==> config.mk <==
export PLATFORM = sky130hd
export DESIGN_NAME = tile_pixel_shifter_flat
export DESIGN_NICKNAME = d
export VERILOG_FILES = /design/src/rtl/tile_pixel_shifter_if.sv /design/src/rtl/tile_pixel_shifter.sv /design/src/flat_wrapper.sv
export SDC_FILE = /design/constraint.sdc
export NUM_CORES = 1
export LEC_CHECK = 0
export BUFFER_PORTS_ARGS = -buffer_cell sky130_fd_sc_hd__buf_2
export CORE_ASPECT_RATIO = 0.7
export CORE_UTILIZATION = 49
export CTS_BUF_LIST = sky130_fd_sc_hd__clkbuf_2
export DETAILED_ROUTE_END_ITERATION = 8
export HOLD_SLACK_MARGIN = 0.06
export PLACE_DENSITY = 0.81
export SYNTH_ARGS = -nofsm -noshare
export SYNTH_HDL_FRONTEND = slang
export SYNTH_SLANG_ARGS = --single-unit
==> constraint.sdc <==
create_clock -name CLK_6M -period 4.34 [get_ports CLK_6M]
set_clock_uncertainty 0.05 [all_clocks]
set_input_delay 0.868 -clock CLK_6M [delete_from_list [all_inputs] [get_ports CLK_6M]]
set_output_delay 0.868 -clock CLK_6M [all_outputs]
set_load 0.02 [all_outputs]
==> src/rtl/tile_pixel_shifter_if.sv <==
// Fetch/attribute/control inputs and the mixed dot output of the
// two-layer tile pixel shifter.
interface tile_pixel_shifter_if;
  logic       CLK_2H;
  logic       GWE;
  logic [7:0] GD;
  logic [2:0] GATTR;
  logic       LDA;
  logic       LDB;
  logic [2:0] PRI_A;
  logic [2:0] PRI_B;
  logic       FLIP;
  logic       nBLANK;
  logic [5:0] DOT;
  logic       DOT_OPAQUE;

  modport master (
    output CLK_2H, GWE, GD, GATTR, LDA, LDB, PRI_A, PRI_B, FLIP, nBLANK,
    input  DOT, DOT_OPAQUE
  );

  modport slave (
    input  CLK_2H, GWE, GD, GATTR, LDA, LDB, PRI_A, PRI_B, FLIP, nBLANK,
    output DOT, DOT_OPAQUE
  );
endinterface

==> src/rtl/tile_pixel_shifter.sv <==
// Two-layer 2-bpp planar pixel serializer with per-layer transparency
// and priority mixing; one registered dot per pixel clock.
module tile_pixel_shifter (
  input  logic                CLK_6M,
  input  logic                rst,
  tile_pixel_shifter_if.slave bus
);

  logic [7:0] hold_a, hold_b;
  logic [2:0] hpal_a, hpal_b;
  logic [7:0] sh_a, sh_b;
  logic [2:0] spal_a, spal_b;
  logic [5:0] dot_q;
  logic       opaque_q;

  logic [1:0] cur_a, cur_b;
  logic       vis_a, vis_b;
  logic [5:0] dot_next;
  logic       opaque_next;

  // Both planes shift in lockstep inside their nibble; vacated bits fill
  // with 1 so an exhausted shifter reads as pixel 3 (transparent).
  function automatic logic [7:0] shift_nibbles(input logic [7:0] sh, input logic flip);
    if (flip)
      shift_nibbles = {1'b1, sh[7:5], 1'b1, sh[3:1]};
    else
      shift_nibbles = {sh[6:4], 1'b1, sh[2:0], 1'b1};
  endfunction

  always_comb begin
    cur_a       = bus.FLIP ? {sh_a[4], sh_a[0]} : {sh_a[7], sh_a[3]};
    cur_b       = bus.FLIP ? {sh_b[4], sh_b[0]} : {sh_b[7], sh_b[3]};
    vis_a       = (cur_a != 2'b11);
    vis_b       = (cur_b != 2'b11);
    dot_next    = 6'd0;
    opaque_next = 1'b0;
    if (bus.nBLANK) begin
      // Layer A wins ties, so it only needs PRI_A >= PRI_B to beat B.
      if (vis_a && (!vis_b || (bus.PRI_A >= bus.PRI_B))) begin
        dot_next    = {1'b0, spal_a, cur_a};
        opaque_next = 1'b1;
      end else if (vis_b) begin
        dot_next    = {1'b1, spal_b, cur_b};
        opaque_next = 1'b1;
      end
    end
  end

  always_ff @(posedge CLK_6M) begin
    if (rst) begin
      hold_a   <= 8'hFF;
      hold_b   <= 8'hFF;
      hpal_a   <= 3'd0;
      hpal_b   <= 3'd0;
      sh_a     <= 8'hFF;
      sh_b     <= 8'hFF;
      spal_a   <= 3'd0;
      spal_b   <= 3'd0;
      dot_q    <= 6'd0;
      opaque_q <= 1'b0;
    end else begin
      dot_q    <= dot_next;
      opaque_q <= opaque_next;

      // Loads read the pre-edge holding value, so a same-edge write lands
      // in the holding register only.
      if (bus.LDA) begin
        sh_a   <= hold_a;
        spal_a <= hpal_a;
      end else begin
        sh_a   <= shift_nibbles(sh_a, bus.FLIP);
      end

      if (bus.LDB) begin
        sh_b   <= hold_b;
        spal_b <= hpal_b;
      end else begin
        sh_b   <= shift_nibbles(sh_b, bus.FLIP);
      end

      if (bus.GWE) begin
        if (bus.CLK_2H) begin
          hold_b <= bus.GD;
          hpal_b <= bus.GATTR;
        end else begin
          hold_a <= bus.GD;
          hpal_a <= bus.GATTR;
        end
      end
    end
  end

  assign bus.DOT        = dot_q;
  assign bus.DOT_OPAQUE = opaque_q;

endmodule

==> src/flat_wrapper.sv <==
// flat-port wrapper written by rule: the top's interface ports become plain ports
module tile_pixel_shifter_flat 
  (CLK_6M, rst, bus_CLK_2H, bus_GWE, bus_GD, bus_GATTR, bus_LDA, bus_LDB, bus_PRI_A, bus_PRI_B, bus_FLIP, bus_nBLANK, bus_DOT, bus_DOT_OPAQUE);
  tile_pixel_shifter_if bus_i ();
  input  logic CLK_6M;
  input  logic rst;
  input wire logic [$bits(bus_i.CLK_2H)-1:0] bus_CLK_2H;
  input wire logic [$bits(bus_i.GWE)-1:0] bus_GWE;
  input wire logic [$bits(bus_i.GD)-1:0] bus_GD;
  input wire logic [$bits(bus_i.GATTR)-1:0] bus_GATTR;
  input wire logic [$bits(bus_i.LDA)-1:0] bus_LDA;
  input wire logic [$bits(bus_i.LDB)-1:0] bus_LDB;
  input wire logic [$bits(bus_i.PRI_A)-1:0] bus_PRI_A;
  input wire logic [$bits(bus_i.PRI_B)-1:0] bus_PRI_B;
  input wire logic [$bits(bus_i.FLIP)-1:0] bus_FLIP;
  input wire logic [$bits(bus_i.nBLANK)-1:0] bus_nBLANK;
  output wire logic [$bits(bus_i.DOT)-1:0] bus_DOT;
  output wire logic [$bits(bus_i.DOT_OPAQUE)-1:0] bus_DOT_OPAQUE;
  assign bus_i.CLK_2H = bus_CLK_2H;
  assign bus_i.GWE = bus_GWE;
  assign bus_i.GD = bus_GD;
  assign bus_i.GATTR = bus_GATTR;
  assign bus_i.LDA = bus_LDA;
  assign bus_i.LDB = bus_LDB;
  assign bus_i.PRI_A = bus_PRI_A;
  assign bus_i.PRI_B = bus_PRI_B;
  assign bus_i.FLIP = bus_FLIP;
  assign bus_i.nBLANK = bus_nBLANK;
  assign bus_DOT = bus_i.DOT;
  assign bus_DOT_OPAQUE = bus_i.DOT_OPAQUE;
  tile_pixel_shifter u_core (.CLK_6M(CLK_6M), .rst(rst), .bus(bus_i));
endmodule
# After elaboration in Yosys (flattened, before gate mapping)
# Index checks and enable logic that the tools add are counted.
dict set report op_classes {
  magnitude_cmp 1
  n_reduce_logical 7
  bitwise_logic 2
  n_eq_ne 2
  n_mux 10
}
# operator count
set op_table {}
lappend op_table {{$mux 8} 4}
lappend op_table {{$mux 6} 1}
lappend op_table {{$mux 5} 1}
lappend op_table {{$mux 2} 2}
lappend op_table {{$ne 2x2->1 const B} 2}
lappend op_table {{$reduce_and 2->1} 2}
lappend op_table {{$ge 3x3->1} 1}
lappend op_table {{$reduce_or 3->1} 1}
lappend op_table {{$mux 1} 2}
lappend op_table {{$not 1->1} 2}
lappend op_table {{$reduce_or 2->1} 1}
lappend op_table {{$logic_and 1x1->1} 1}
lappend op_table {{$logic_not 1->1} 1}
lappend op_table {{$logic_or 1x1->1} 1}
dict set report word_totals {
  ff_bits 51
  elab_cells 33
  inputBits 25
  out_inout_bits 7
}

# Logic depth before layout (Yosys ltp)
dict set report depth {
  depth_word 6
  ltp_mapped 6
  depth_no_buf 6
}

# Worst setup path after synthesis
# No wires, ideal clock.
dict set report synth_timing {
  kind {input-to-reg}
  startpoint {input bus_PRI_B[2]}
  endpoint {register u_core.dot_q[1] (netlist: u_core.bus.DOT[1])}
  cell_stages 6
  arrival_ns 1.900
  n_path_buf 0
  slack_ns 2.294
  required_time_ns 4.195
  setup_time_ns 0.095
  cell_sequence {inv_1 -> ha_1 -> a21oi_1 -> o21ai_0 -> or2_1 -> a221oi_1}
}
dict set report synth_between {
  elab_chain_cells 4
}
# element line_no
set synth_lines {}
lappend synth_lines {{start, declared} flat_wrapper.sv:14} ;# input wire logic [$bits(bus_i.PRI_B)-1:0] bus_PRI_B;
lappend synth_lines {{$ge 3x3->1} tile_pixel_shifter.sv:39} ;# if (vis_a && (!vis_b || (bus.PRI_A >= bus.PRI_B))) begin
lappend synth_lines {{$logic_or 1x1->1} tile_pixel_shifter.sv:39}
lappend synth_lines {{$logic_and 1x1->1} tile_pixel_shifter.sv:39}
lappend synth_lines {{$mux 5} tile_pixel_shifter.sv:39}
lappend synth_lines {{end signal, assigned} tile_pixel_shifter.sv:62} ;# dot_q <= dot_next;
lappend synth_lines {{end, declared} tile_pixel_shifter.sv:13} ;# logic [5:0] dot_q;
# No other way between the ends.
# A chain may end at the register's enable or synchronous reset.

# Worst setup path after layout
dict set report layout_timing {
  startpoint {input bus_FLIP}
  endpoint {register u_core.dot_q[1] (netlist: u_core.bus.DOT[1])}
}
dict set report layout_between {
  elab_chain_cells 6
  elab_cells_between_ends 9
  cone_classes {2 x eq/ne; 4 x mux; 3 x reduce/logical}
}
# element line_no
set layout_lines {}
lappend layout_lines {{start, declared} flat_wrapper.sv:15} ;# input wire logic [$bits(bus_i.FLIP)-1:0] bus_FLIP;
lappend layout_lines {{$mux 2} tile_pixel_shifter.sv:32} ;# cur_b = bus.FLIP ? {sh_b[4], sh_b[0]} : {sh_b[7], sh_b[3]};
lappend layout_lines {{$ne 2x2->1} tile_pixel_shifter.sv:34} ;# vis_b = (cur_b != 2'b11);
lappend layout_lines {{$logic_not 1->1} tile_pixel_shifter.sv:39}
lappend layout_lines {{$logic_or 1x1->1} tile_pixel_shifter.sv:39}
lappend layout_lines {{$logic_and 1x1->1} tile_pixel_shifter.sv:39}
lappend layout_lines {{$mux 5 *} tile_pixel_shifter.sv:39}
# Mark *: on every way between the ends. The rest lies on a longest branch, timed or not.

==> impl_metrics.toml <==
[layout]
drive_above_1_share_pct = 15.3
nNetsFinal = 288
layout_commonest_cell = "dfxtp_1"
final_cells = 313
final_cell_mix = "dfxtp_1 (51), nand2_1 (44), buf_2 (31), nand2b_1 (14), mux2i_1 (14)"
synthToLayoutAreaGrowth_pct = 10.3
insertedDiodeCount = 0

[timing]
hold_violations = 0
maxSlewHeadroom_pct = 50.8
min_period_over_period_pct = 42.9
tightest_slew_ns = 0.737
tns_ns = 0
final_max_slew_viol_count = 0
fin_ws_ns = 2.48
fmax_mhz = 537
grt_setup_unrepaired = "false"
setup_viol_count_final = 0
min_period_ns = 1.86

[global_route]
grt_overflow = 0
grt_max_degree = 47
grt_pass1_vias = 1492
grtUsageTotal_pct = 20.7
antenna_found_initial = 0
grt_pass1_wl_mm = 7.02

[synthesis]
async_flop_share_pct = 0
synthesis.area_um2 = 2110
syn-num-nets = 267
synth_warnings = 0
synth_area_leaders = "dfxtp_1 (48%), nand2_1 (7.8%), mux2i_1 (6.7%), nand2b_1 (4.2%), a211o_1 (3.3%)"
synth_top_cell_area_share_pct = 48.5
synth_ff_type = "dfxtp_1"
seq_area_frac_synth_pct = 48.5
synth_top_cell_by_area = "dfxtp_1"
synth_edf_count = 0
synthCells = 239
ys_ff_latch = 51
avgSynthCellArea_um2 = 8.81
synth_cell_types = 28

[detailed_routing]
avgRoutedWirePerCell_um = 13.4
num_vias = 1663
drc_errors = 0
postRouteAntennaNets = 0
dr.pass1.iters = 4
viasPerCell = 5.31
detailedRoute.firstIterationViolations = 117
wl_mm = 4.19

[worst_setup_path]
arrival_ns = 2.16
crit_buf_inv = 1
required_ns = 4.64
cp-start-kind = "input pin"
path_class = "input pin to flop"
cp-end-kind = "flop"
critPathSlowestCell = "buf_2"
cpPeakStageDelay_ns = 0.40
cp_top_family = "compound AO/OA/AOI/OAI gates"
path_cells = "buf_2 -> nor2b_2 -> a32o_1 -> or2_1 -> a221oi_1"
worstPathMaxFanout = 25

[floorplanning]
die_h_um = 56.8
rows = 19
io-pin-count = 32
start_util_pct = 52.4
coreArea_um2 = 4020
die_w_um = 80.4
die_area_um2 = 4570

[cts]
numCtsBuffers = 5
cts_num_sinks = 51
clk_path_buf_depth = 2
cts_setup_buffers = 0
ctsHoldBuffers = 0
ctsHtreeMaxLevel = 2
clock_latency_ns = 0.44
cts.clk_slew.worst_paths_ns = 0.26
post_cts_resize_count = 0
cts-root-buf = "clkbuf_2"
cts_tree = "done"

[place]
dpl.hpwl_mm = 3.01
place_ws_ns = 2.01
gp_congestion = 0.765
io_buffers = 31
dp.cells = 305

[power_and_ir_drop]
seq_power_share_pct = 59.9
peakVddDrop_uv = 228
p_per_area_nw_per_um2 = 363
switching_share_pct = 25.5
power.leakage_nw = 1.04
clock_power_share_pct = 29.4
p_sw_mw = 0.215
p_comb_share_pct = 10.8
intPower_mw = 0.628

[outcome]
status = "completed"

[worst_hold_path]
hp-class = "flop to flop"

[job]
drv_cap = 0
[Yosys cell counts, drive strengths merged (3+ instances only)]
cell type	instances
a21oi	9
dfxtp	51
o21ai	12
ha	3
nand2	44
nor2b	5
nand2b	14
nand3	3
nor3	4
mux2i	14
nand3b	8
a211o	8
inv	7
clkbuf	15
o21bai	4
o22ai	7
and3	8
nor2	11
[registers in the layout (all words and copies together) (netlist names)]
signal                 cells
u_core.spal_b              3
u_core.bus.DOT             6
u_core.hold_b              8
u_core.sh_b                8
u_core.hpal_a              3
u_core.spal_a              3
u_core.sh_a                8
u_core.bus.DOT_OPAQUE      1
u_core.hold_a              8
u_core.hpal_b              3
[power by group through the flow]
| stage | sequential [mW] | clock, mW | combinational [mW] |
|---|---|---|---|
| final | 0.504 | 0.247 | 0.0907 |
| after global routing | 0.507 | 0.278 | 0.103 |
| after CTS | 0.504 | 0.253 | 0.0913 |
| after detailed placement | 0.513 | 0 | 0.0911 |
| after global placement | 0.512 | 0 | 0.0890 |
| after floorplan | 0.509 | 0 | 0.0668 |
[cell families after synthesis]
logic type               after synthesis  synth area share (%)
AO/OA/AOI/OAI                         49                  15.6
adder cells (fa/ha/maj)                3                  1.78
buffers and inverters                 24                  4.69
flip-flops                            51                  48.5
multiplexers                          14                  6.65
AND/OR/NAND/NOR                       98                  22.8
[final timing paths]
path | cells after the start | from | slack [ns] | to
setup / recovery | 5 | bus_FLIP | 2.48 | u_core.bus.DOT[1]$_SDFF_PP0_
hold / removal | 2 | u_core.hpal_b[2]$_SDFFE_PP0P_ | 0.43 | u_core.hpal_b[2]$_SDFFE_PP0P_
setup reg to reg | 4 | u_core.sh_b[3]$_SDFF_PP1_ | 2.88 | u_core.bus.DOT[1]$_SDFF_PP0_
hold reg to reg | 2 | u_core.hpal_b[2]$_SDFFE_PP0P_ | 0.43 | u_core.hpal_b[2]$_SDFFE_PP0P_
[through the flow]
| step | hold WS [ns] | power [mW] | instance area (um^2) | util, % |
|---|---|---|---|---|
| finish | 0.428 | 0.842 | 2320 | 57.8 |
| global route | 0.464 | 0.889 | 2320 | 57.8 |
| CTS | 0.431 | 0.848 | 2320 | 57.8 |
| detailed placement | 0.396 | 0.604 | 2250 | 56.1 |
| global placement | 0.392 | 0.601 | 2250 | 56.1 |
| floorplan | 0.380 | 0.576 | 2110 | - |
[worst min-delay path, stage by stage (launching register included)]
cell and delay, ns:
dfxtp_1 0.37, nand2_1 0.05, a21oi_1 0.05
[layout make-up]
class                      count  area (um^2)
clock buffer                   5         25.0
clock inverter                 3         43.8
fill                         391         1700
inverter                       7         26.3
multi-input combinational    164          986
sequential                    51         1020
tap                           52         65.1
timing repair buffer          31          155
[routing by layer]
metal  part of all wire, %  track usage, %  vias to the layer above
met3                   6.5            6.34                        4
met2                    38            27.6                       45
met5                     0               0                        -
met1                    54            31.3                      753
li1                      -               -                      861
met4                   1.1            6.12                        0
Power figures use the tool's default switching activity.
